## src/rtl/zaap_sequencer.sv

```systemverilog
// Launch sequencer for the PUF -> HD transform -> map key-generation pipeline.
// Build option: define ZAAP_SEQ_TIMEOUT_EN to add the per-stage wait watchdog (err_code 01/10).
module zaap_sequencer #(
    parameter int TIMEOUT_CYCLES = 1024,
    parameter int MAP_CYCLES     = 4,
    parameter int GAP_CYCLES     = 1
) (
    input  logic       clk,
    input  logic       rst,
    input  logic       start,
    input  logic       abort,
    input  logic       done_puf,
    input  logic       done_hd,
    output logic       enable_puf,
    output logic       enable_hd,
    output logic       enable_map,
    output logic       busy,
    output logic       done,
    output logic       error,
    output logic [1:0] err_code,
    output logic [2:0] stage,
    output logic [3:0] state_dbg
);

    // Handshake: every enable_* is a one-cycle launch strobe with no back-pressure; a stage
    // completes on the first rising edge of its done_* sampled while its WAIT state is active.

    if (TIMEOUT_CYCLES < 2) begin : g_bad_timeout
        $error("TIMEOUT_CYCLES must be >= 2");
    end
    if (MAP_CYCLES < 1) begin : g_bad_map
        $error("MAP_CYCLES must be >= 1");
    end
    if (GAP_CYCLES < 0) begin : g_bad_gap
        $error("GAP_CYCLES must be >= 0");
    end

    localparam int CNT_MAX = (GAP_CYCLES > MAP_CYCLES) ? GAP_CYCLES : MAP_CYCLES;
    localparam int CW      = $clog2(CNT_MAX + 1);
    localparam logic [CW-1:0] GAP_LAST = CW'((GAP_CYCLES > 0) ? GAP_CYCLES - 1 : 0);
    localparam logic [CW-1:0] MAP_LAST = CW'(MAP_CYCLES - 1);

    typedef enum logic [3:0] {
        S_IDLE     = 4'd0,
        S_PUF_GO   = 4'd1,
        S_PUF_WAIT = 4'd2,
        S_GAP_HD   = 4'd3,
        S_HD_GO    = 4'd4,
        S_HD_WAIT  = 4'd5,
        S_GAP_MAP  = 4'd6,
        S_MAP_GO   = 4'd7,
        S_MAP_WAIT = 4'd8,
        S_DONE     = 4'd9,
        S_ERR      = 4'd10
    } state_t;

    state_t        state, next_state;
    logic [CW-1:0] cnt, cnt_d;
    logic          puf_prev, hd_prev;
    logic          puf_edge, hd_edge;
    logic [1:0]    err_cause;

    logic       enable_puf_d, enable_hd_d, enable_map_d;
    logic       busy_d, done_d, error_d;
    logic [1:0] err_code_d;
    logic [2:0] stage_d;

`ifdef ZAAP_SEQ_TIMEOUT_EN
    localparam int TW = $clog2(TIMEOUT_CYCLES + 1);
    localparam logic [TW-1:0] TO_LAST = TW'(TIMEOUT_CYCLES - 1);

    logic [TW-1:0] to_cnt, to_cnt_d;
    logic          to_expired;

    assign to_expired = (to_cnt == TO_LAST);

    always_ff @(posedge clk or negedge rst) begin
        if (!rst) begin
            to_cnt <= '0;
        end else begin
            to_cnt <= to_cnt_d;
        end
    end
`endif

    // A level left high from an earlier run has prev=1 and therefore never looks like completion.
    assign puf_edge  = done_puf & ~puf_prev;
    assign hd_edge   = done_hd & ~hd_prev;
    assign state_dbg = state;

    always_ff @(posedge clk or negedge rst) begin
        if (!rst) begin
            state      <= S_IDLE;
            cnt        <= '0;
            puf_prev   <= 1'b0;
            hd_prev    <= 1'b0;
            enable_puf <= 1'b0;
            enable_hd  <= 1'b0;
            enable_map <= 1'b0;
            busy       <= 1'b0;
            done       <= 1'b0;
            error      <= 1'b0;
            err_code   <= 2'b00;
            stage      <= 3'd0;
        end else begin
            state      <= next_state;
            cnt        <= cnt_d;
            puf_prev   <= done_puf;
            hd_prev    <= done_hd;
            enable_puf <= enable_puf_d;
            enable_hd  <= enable_hd_d;
            enable_map <= enable_map_d;
            busy       <= busy_d;
            done       <= done_d;
            error      <= error_d;
            err_code   <= err_code_d;
            stage      <= stage_d;
        end
    end

    always_comb begin
        next_state = state;
        err_cause  = 2'b00;
        case (state)
            S_IDLE:  if (start && !abort) next_state = S_PUF_GO;
            S_ERR:   if (start && !abort) next_state = S_PUF_GO;
            S_DONE:  next_state = S_IDLE;
            default: begin
                if (abort) begin
                    next_state = S_ERR;
                    err_cause  = 2'b11;
                end else begin
                    case (state)
                        S_PUF_GO: next_state = S_PUF_WAIT;
                        S_PUF_WAIT: begin
                            // Completion outranks a simultaneous watchdog expiry.
                            if (puf_edge) begin
                                next_state = (GAP_CYCLES == 0) ? S_HD_GO : S_GAP_HD;
                            end
`ifdef ZAAP_SEQ_TIMEOUT_EN
                            else if (to_expired) begin
                                next_state = S_ERR;
                                err_cause  = 2'b01;
                            end
`endif
                        end
                        S_GAP_HD: if (cnt == GAP_LAST) next_state = S_HD_GO;
                        S_HD_GO:  next_state = S_HD_WAIT;
                        S_HD_WAIT: begin
                            if (hd_edge) begin
                                next_state = (GAP_CYCLES == 0) ? S_MAP_GO : S_GAP_MAP;
                            end
`ifdef ZAAP_SEQ_TIMEOUT_EN
                            else if (to_expired) begin
                                next_state = S_ERR;
                                err_cause  = 2'b10;
                            end
`endif
                        end
                        S_GAP_MAP:  if (cnt == GAP_LAST) next_state = S_MAP_GO;
                        S_MAP_GO:   next_state = S_MAP_WAIT;
                        S_MAP_WAIT: if (cnt == MAP_LAST) next_state = S_DONE;
                        default:    next_state = S_IDLE;
                    endcase
                end
            end
        endcase

        cnt_d = '0;
        if ((next_state == state) &&
            (state == S_GAP_HD || state == S_GAP_MAP || state == S_MAP_WAIT)) begin
            cnt_d = cnt + CW'(1);
        end
`ifdef ZAAP_SEQ_TIMEOUT_EN
        to_cnt_d = '0;
        if ((next_state == state) && (state == S_PUF_WAIT || state == S_HD_WAIT)) begin
            to_cnt_d = to_cnt + TW'(1);
        end
`endif
    end

    // Outputs are decoded from the upcoming state so they change at the same edge as the state.
    always_comb begin
        enable_puf_d = (next_state == S_PUF_GO);
        enable_hd_d  = (next_state == S_HD_GO);
        enable_map_d = (next_state == S_MAP_GO);
        done_d       = (next_state == S_DONE);
        error_d      = (next_state == S_ERR);
        busy_d       = !(next_state inside {S_IDLE, S_DONE, S_ERR});
        err_code_d   = 2'b00;
        if (next_state == S_ERR) begin
            err_code_d = (state == S_ERR) ? err_code : err_cause;
        end
        stage_d = 3'd0;
        case (next_state)
            S_PUF_GO, S_PUF_WAIT:            stage_d = 3'd1;
            S_GAP_HD, S_HD_GO, S_HD_WAIT:    stage_d = 3'd2;
            S_GAP_MAP, S_MAP_GO, S_MAP_WAIT: stage_d = 3'd3;
            S_DONE:                          stage_d = 3'd4;
            S_ERR:                           stage_d = 3'd7;
            default:                         stage_d = 3'd0;
        endcase
    end

endmodule

```

## config.mk

```make
export PLATFORM = sky130hd
export DESIGN_NAME = zaap_sequencer
export DESIGN_NICKNAME = d
export VERILOG_FILES = /design/src/rtl/zaap_sequencer.sv
export SDC_FILE = /design/constraint.sdc
export NUM_CORES = 1
export LEC_CHECK = 0
export ABC_AREA = 1
export CAP_MARGIN = 20
export CORE_MARGIN = 4
export CORE_UTILIZATION = 54
export CTS_CLUSTER_SIZE = 28
export DETAILED_ROUTE_END_ITERATION = 7
export PLACE_DENSITY = 0.83
export SLEW_MARGIN = 40
export SYNTH_ARGS = -nofsm -noshare
export SYNTH_HDL_FRONTEND = slang
export SYNTH_SLANG_ARGS = --single-unit
```

## constraint.sdc

```tcl
create_clock -name clk -period 4.73 [get_ports clk]
set_input_delay 0.946 -clock clk [delete_from_list [all_inputs] [get_ports clk]]
set_output_delay 0.946 -clock clk [all_outputs]
set_load 0.01 [all_outputs]
```

After elaboration in Yosys (flattened, before gate mapping)
Memories as Yosys holds them, arrays and structs flattened. A register that Yosys moved wholly into a read port is not among the register bits.
Cells that the tools add are included.
{"block": "classes", "addsub": 1, "reduce_logical": 13, "n_mux": 14, "bitwise_logic": 4, "n_eq_ne": 18}
{"operator": "4-bit one-hot mux with 8 select lines", "n": 1}
{"operator": "4-bit two-way mux", "n": 7}
{"operator": "4-bit by 3-bit == test with 1-bit output (second input constant)", "n": 6}
{"operator": "4-bit == test (second input constant)", "n": 5}
{"operator": "4-bit by 1-bit == test with 1-bit output (second input constant)", "n": 2}
{"operator": "4-bit by 2-bit == test with 1-bit output (second input constant)", "n": 2}
{"operator": "4-bit zero test", "n": 2}
{"operator": "2-bit two-way mux", "n": 4}
{"operator": "4-bit one-hot mux with 2 select lines", "n": 1}
{"operator": "4-bit == test", "n": 1}
{"operator": "2-bit OR reduction", "n": 2}
{"operator": "3-bit by 1-bit adder with 3-bit output (second input constant)", "n": 1}
{"operator": "3-bit by 2-bit == test with 1-bit output (second input constant)", "n": 1}
{"operator": "1-bit zero test", "n": 3}
{"operator": "3-bit zero test", "n": 1}
{"operator": "3-bit two-way mux", "n": 1}
{"operator": "3-bit nonzero test", "n": 1}
{"operator": "1-bit bitwise AND", "n": 2}
{"operator": "1-bit logical AND", "n": 2}
{"operator": "1-bit logical OR", "n": 2}
{"operator": "2-bit != test (second input constant)", "n": 1}
{"operator": "1-bit inverter", "n": 2}
{"block": "totals", "ff_bits": 17, "mem_bits_ro": 48, "mem_count": 1, "out_inout_bits": 15, "in_bits": 6, "elab_cells": 62}
{"name": "(no name shown)", "words": 16, "word_bits": 3, "rd": 1, "rd_ports_with_merged_regs": 1, "wr": 0, "line_no": "195", "rtl": "case (next_state)"}

Depth between registers and ports, before layout
Gate-level depths: netlist of run 1.
{"block": "logic_depth", "ltp_word": 9, "depth_mapped": 14}

Least setup slack after synthesis of run 1
OpenSTA, ideal clock, no wires.
{"block": "synth_timing", "path_type": "in2reg", "from": "in done_hd", "to": "reg stage[0]", "arrival_ns": 1.892, "slack_ns": 2.707, "t_required_ns": 4.599, "setup_ns": 0.131, "path_stages": 11, "path_cell_list": "inv_1 > nor2_1 > nand3b_1 > nand2_1 > inv_1 > nand2_1 > nand2_1 > nand2_1 > ha_1 > nand2_1 > o211ai_1"}
{"block": "synth_via", "elab_chain_len": 5}
{"item": "start, declared", "line_no": "13", "rtl": "input logic done_hd,"}
{"item": "1-bit bitwise AND", "line_no": "88", "rtl": "assign hd_edge = done_hd & ~hd_prev;"}
{"item": "4-bit two-way mux", "line_no": "150", "rtl": "if (hd_edge) begin"}
{"item": "4-bit one-hot mux with 8 select lines", "line_no": "133", "rtl": "case (state)"}
{"item": "4-bit two-way mux", "line_no": "129", "rtl": "if (abort) begin"}
{"item": "4-bit one-hot mux with 2 select lines", "line_no": "124", "rtl": "case (state)"}
{"item": "net next_state[0]", "line_no": "57", "rtl": "state_t state, next_state;"}
{"item": "end, declared", "line_no": "21", "rtl": "output logic [2:0] stage,"}
The timed path passes the listed nets, and every way through them passes these cells.
A chain may end at the register's enable or synchronous reset.

Final worst setup path of run 1
{"block": "layout_timing", "from": "reg state[0] (netlist: state_dbg[0])", "to": "out state_dbg[0]"}
{"item": "start, declared", "line_no": "57"}
{"item": "start signal, assigned", "line_no": "106", "rtl": "state <= next_state;"}
{"item": "end, declared", "line_no": "22", "rtl": "output logic [3:0] state_dbg"}
No word-level cell between the ends.

==> results of run 1 <==
## stage by stage
stage | hold WS, ps | total power, W | utilization [%]
finish | 481 | 0.000826 | 73.1
global route | 514 | 0.000909 | 73.1
CTS | 488 | 0.000828 | 73.1
detailed placement | 473 | 0.000743 | 71.5
global placement | 447 | 0.000731 | 71.8
floorplan | 428 | 0.000581 | -
## final cells by class
type / count / area [sq um] / area share (%)
Sequential cell: 19 / 475 / 36.5
Tap cell: 25 / 31.3 / 2.40
Clock buffer: 3 / 22.5 / 1.73
Clock inverter: 1 / 5.00 / 0.384
Multi-Input combinational cell: 90 / 479 / 36.8
Inverter: 25 / 93.8 / 7.20
Timing Repair Buffer: 20 / 195 / 15.0
## worst max path at each step
stage	startpoint	end	slack, ps	cells past startpoint
floorplan	done_hd	stage[0]	2710	11
global placement	done_hd	stage[0]	2160	12
detailed placement	done_hd	stage[0]	2080	12
CTS	state_dbg[0]	state_dbg[0]	2340	1
global route	abort	stage[0]	2270	10
finish	state_dbg[0]	state_dbg[0]	2340	1
## report_power, final
part / leakage (nW) / internal (W) / switching (W)
sequential: 0.245 / 0.000212 / 0.0000377
clock: 0.0177 / 0.0000316 / 0.0000518
combinational: 0.430 / 0.000199 / 0.000294
total: 0.693 / 0.000442 / 0.000383
## kinds of logic after synthesis
logic type / after synthesis / share of synthesized area (%)
AO/OA/AOI/OAI: 6 / 3.67
adder cells (fa/ha/maj): 7 / 8.29
flip-flops: 19 / 45.0
buffers and inverters: 26 / 9.60
AND/OR/NAND/NOR: 77 / 33.4
## routing by layer
layer	vias up	track usage (%)
li1	455	-
met1	420	25.3
met2	47	29.5
met3	9	4.84
met4	0	9.36
met5	-	0
## sequential cells by signal, summed over array words and instances (netlist names)
signal      cells
enable_puf      1
hd_prev         1
error           1
busy            1
enable_map      1
cnt             3
puf_prev        1
state_dbg       4
done            1
stage           3
err_code        1
enable_hd       1
## cells in the mapped netlist
cell type | instances | area, sq um
a21oi_1 | 1 | 5.00
inv_1 | 21 | 78.8
ha_1 | 7 | 87.6
nand3_1 | 9 | 45.0
o311ai_0 | 1 | 8.76
o21ai_0 | 2 | 10.0
nor2_1 | 18 | 67.6
o211ai_1 | 1 | 7.51
nor3b_1 | 1 | 7.51
nand2_1 | 34 | 128
inv_2 | 2 | 7.51
dfrtp_1 | 19 | 475
clkinv_1 | 2 | 7.51
nand2_4 | 1 | 11.3
buf_4 | 1 | 7.51
nand3b_1 | 1 | 7.51
nand4_1 | 1 | 6.26
nand2_2 | 7 | 43.8
a22oi_1 | 1 | 7.51
nor2_2 | 4 | 25.0
nor2_4 | 1 | 11.3
## layout by cell type (no fill, tap or decap), drive strengths merged
cell           count
a21oi              1
clkbuf             3
nand3b             1
o21ai              2
nor3b              1
nand3              9
inv               23
a22oi              1
buf                1
nand4              1
ha                 7
o311ai             1
clkinv             3
clkdlybuf4s50     19
dfrtp             19
nor2              23
nand2             42
o211ai             1
==> summary.md, run 1 <==
| Metric | Value |
|---|---|
| Clk_lat worst skew | 300 ps |
| I/O pins | 21 |
| Crit. End Element | primary output |
| Crit path max-delay family | buffers and inverters |
| Die Span X | 52.2 um |
| Final count of hold timing violations | 0 |
| Pwr/cell area | 634 nW/um^2 |
| DP Wirelength | 1690 um |
| Nets | 172 |
| Setup TNS Final | 0 ps |
| Outcome | finished, final reports clean |
| Cts hold-fix bufs | 0 |
| Tcrit/Tclk final | 50.5% |
| Crit path largest cell delay | 610 ps |
| WL/cell | 11.7 um |
| Worst r2r path cells | 10 |
| Initial core utilization | 59.2% |
| Row Count | 15 |
| Pre-antenna DRT Iters | 4 |
| 1st-iter DRT viols | 27 |
| Clk sinks | 19 |
| CTS Buf Count | 3 |
| Routed Antenna Nets | 0 |
| WHS Path Cells | 1 |
| Startpoint Class | flip-flop |
| Met3 wire len | 188 um |
| CTS tree | built |
| Full die area | 2730 sq um |
| Mean Syn Cell Area | 7.82 sq um |
| Max-cap violations | 0 |
| Fill count | 137 |
| Worst min-delay path endpoint | cnt[0] |
| Largest net degree at the start of global routing | 20 |
| Inst Count DP | 179 |
| Hold/Removal Path Class | reg -> reg |
| HP Start | cnt[0] |
| Clock root cell | clkbuf_4 |
| Clock Skew | 4.65 ps |
| Unique masters post-synth | 21 |
| DRT Wirelength | 2140 um |
| Met1 WL | 942 um |
| PostCTS Resize Cnt | 0 |
| Max Fanout on Critical Path | 7 |
| Setup ws final | 2340 ps |
| Final Non-Filler Cells | 183 |
| CORE AREA | 1780 sq um |
| Min cycle time layout | 2390 ps |
| Worst Path Arrival | 1440 ps |
| H-tree Lvls | 1 |
| Worst vdd ir | 0.000330 V |
| Max Clock Freq | 0.419 GHz |
| FF-to-FF End | stage[0] |
| Buffers & Inverters on Critical Path | 1 |
| Layout cells sized above 1 | 12.7% |
| RSZ-0062 raised after global routing | false |
| R2R Path Start | state_dbg[0] |
| Syn Nets | 148 |
| Rel. slew slack | 71.4% |
| Port Buffers | 20 |
| Syn. warnings | 0 |
| Routed wl met2 | 957 um |
| DR DRC count | 0 |
| CTS max path bufs | 2 |
| Fin. max-slew vios | 0 |
| DR vias | 931 |
| Total GRT Usage | 19.2% |
| Final setup vio count | 0 |
| Diodes inserted | 0 |
| Sequential fraction of the synthesis area | 45.0% |
| P_leak | 0.693 nW |
| Placed Area | 1270 sq um |
| R2R setup slack | 2820 ps |
| Die Y | 52.2 um |
| Critical path cell sequence | clkdlybuf4s50_1 |
| Slowest CP cell | clkdlybuf4s50_1 |
| Routability cong. | 0.906 |
| Global-route wire length before repair | 3860 um |
| Post-Synthesis Cells | 135 |
| Crit Path Class | reg -> out |
| Vias in the first global route | 905 |
| Setup Fix Bufs, Post-CTS | 0 |
| Worst-Margin Slew | 429 ps |
| Avg Vias per Cell | 5.09 |
| Critical Path RT | 3780 ps |
| Antenna violations before repair | 0 |
| Place WS | 2080 ps |
| Top routing layer in use | met4 |
| Clock Pin Slew Worst Setup and Hold Paths | 110 ps |
| Post-route cell area | 1300 sq um |
| Area grow syn2layout | 23.3% |
| Grt ovf | 0 |
| Post-Syn Area | 1060 sq um |
| Yosys reg bits | 19 |
Note: power is estimated with default switching activity, not from simulation.
==> run 2: changes to the inputs <==
Settings changed: CORE_UTILIZATION 54 to 50, PLACE_DENSITY 0.83 to 0.78.
Clock period 4.73 ns to 2.2 ns, I/O delays scaled along.
==> run 2 against run 1 <==
Power increased by 120%. Via count decreased by 4.7%. Register-to-register slack got worse by 2600 ps. Sequential power increased by 110%. Final area increased by 1.1%. Critical path depth increased by 9. Sequential share of layout area decreased by 0.38 points. Largest power group unchanged.
==> summary.md, run 2 (same netlist as run 1, synthesis figures left out) <==
| Metric | Value |
|---|---|
| Outcome | finished, final reports clean |
| DR DRC count | 0 |
| Register area | 475 sq um |
| Slowest CP cell | dfrtp_1 |
| Full die area | 2910 sq um |
| Setup Fix Bufs, Post-CTS | 0 |
| Grt ovf | 0 |
| Startpoint Class | flip-flop |
| Crit. End Element | flip-flop |
| Final Non-Filler Cells | 186 |
| Cts hold-fix bufs | 0 |
| Largest net degree at the start of global routing | 20 |
| Worst Path Arrival | 2110 ps |
| R2R Path Start | state_dbg[0] |
| Multi-input logic area | 479 sq um |
| Worst-Margin Slew | 341 ps |
| DRT Wirelength | 2160 um |
| WL/cell | 11.6 um |
| Critical Path Most Common Cell | nor2_1 |
| Inst Count DP | 182 |
| Fill count | 187 |
| HP Start | cnt[0] |
| Layout cells sized above 1 | 11.9% |
| Global-route wire length before repair | 3680 um |
| WHS Path Cells | 1 |
| Die Y | 54.0 um |
| Clock root cell | clkbuf_4 |
| CTS max path bufs | 2 |
| Max Clock Freq | 0.515 GHz |
| Final count of hold timing violations | 0 |
| Avg Vias per Cell | 4.77 |
| Max Fanout on Critical Path | 7 |
| DP Wirelength | 1730 um |
| Pwr/cell area | 1350 nW/um^2 |
| Commonest non-fill, non-tap cell in the layout | nand2_1 |
| Max-cap violations | 0 |
| Most frequent cells in the layout | 34 x nand2_1, 21 x inv_1, 20 x clkdlybuf4s50_1, 19 x dfrtp_1, 18 x nor2_1 |
| Fin Hold WS | 461 ps |
| Crit path largest cell delay | 540 ps |
| Initial core utilization | 53.3% |
| Die Span X | 54.0 um |
| Final setup vio count | 0 |
| Min cycle time layout | 1940 ps |
| Area grow syn2layout | 24.6% |
| RSZ-0062 raised after global routing | false |
| Nets | 173 |
| CTS tree | built |
| Buffers & Inverters on Critical Path | 1 |
| Worst r2r path cells | 10 |
| CTS Buf Count | 3 |
| Tcrit/Tclk final | 88.2% |
| PostCTS Resize Cnt | 0 |
| Rel. slew slack | 77.0% |
| H-tree Lvls | 1 |
| Clock Skew | 2.36 ps |
| Antenna violations before repair | 0 |
| Vias in the first global route | 886 |
| Row Count | 16 |
| Routability cong. | 0.899 |
| Largest register FFs | 4 |
| Crit path max-delay family | simple AND/OR/NAND/NOR gates |
| Fin. max-slew vios | 0 |
| Worst min-delay path endpoint | cnt[0] |
| Hold/Removal Path Class | reg -> reg |
| I/O pins | 21 |
| FF-to-FF End | stage[0] |
| DR vias | 887 |
| Worst vdd ir | 0.000861 V |
| Total GRT Usage | 17.8% |
| R2R setup slack | 260 ps |
| Critical Path RT | 2370 ps |
| Setup TNS Final | 0 ps |
| Diodes inserted | 0 |
| Pre-antenna DRT Iters | 4 |
| Critical path cell sequence | nand2_1, nor2_1, nor2_1, nor2_1, nand2_2, nand2_2, inv_1, ha_1, nand2_1, o211ai_1 |
| 1st-iter DRT viols | 14 |
| Crit Path Class | reg -> reg |
| Clock Pin Slew Worst Setup and Hold Paths | 100 ps |
| Clk_lat worst skew | 280 ps |
| Routed Antenna Nets | 0 |
| Clk sinks | 19 |
| Port Buffers | 20 |
| P_leak | 0.695 nW |
| CORE AREA | 1980 sq um |
==> run 2: changes by cell type in the layout (fill, tap and decap cells not counted), sizes merged <==
cell,delta
clkinv,-1
clkbuf,+1
clkdlybuf4s50,+1
==> run 2: area by class of cell <==
cell class	instances	area share [%]
timing repair buffer	21	15.8
tap	27	2.57
sequential	19	36.1
inverter	25	7.13
multi-input combinational	90	36.4
clock buffer	4	2.00
==> run 2: metal layers <==
| metal | track usage, % | vias up | part of all wire, % |
|---|---|---|---|
| met5 | 0 | - | 0 |
| met4 | 5.11 | 0 | 0.51 |
| met3 | 3.32 | 2 | 4.1 |
| met2 | 33.5 | 18 | 54 |
| met1 | 19.9 | 408 | 41 |
| li1 | - | 459 | - |
==> run 2: worst reg2reg max path, cell delays in order (launching register included) <==
cell,delay (ps)
dfrtp_1,540
nand2_1,170
nor2_1,160
nor2_1,60
nor2_1,150
nand2_2,90
nand2_2,110
inv_1,90
ha_1,290
nand2_1,70
o211ai_1,90
==> run 2: how the worst max path moves through the flow <==
stage	endpoint	slack (ps)	startpoint	depth (start not counted)
floorplan	stage[0]	490	state_dbg[0]	10
global placement	stage[0]	100	done_hd	12
detailed placement	stage[0]	60	done_hd	12
CTS	stage[0]	260	cnt[0]	12
global route	busy	50	state_dbg[0]	13
finish	stage[0]	260	state_dbg[0]	10
==> run 2: metrics by stage <==
step	power, W	cell area, sq um	utilization [%]	worst slack, ps
global route	0.00195	1320	66.4	53.4
global placement	0.00158	1290	65.1	102
detailed placement	0.00162	1290	65.1	61.4
finish	0.00178	1320	66.4	260
CTS	0.00179	1320	66.4	259
floorplan	0.00125	1060	-	488
==> run 2: power breakdown <==
| group | internal, W | total (W) | switching (W) |
|---|---|---|---|
| combinational | 0.000431 | 0.00107 | 0.000644 |
| clock | 0.0000704 | 0.000169 | 0.0000984 |
| sequential | 0.000456 | 0.000534 | 0.0000780 |
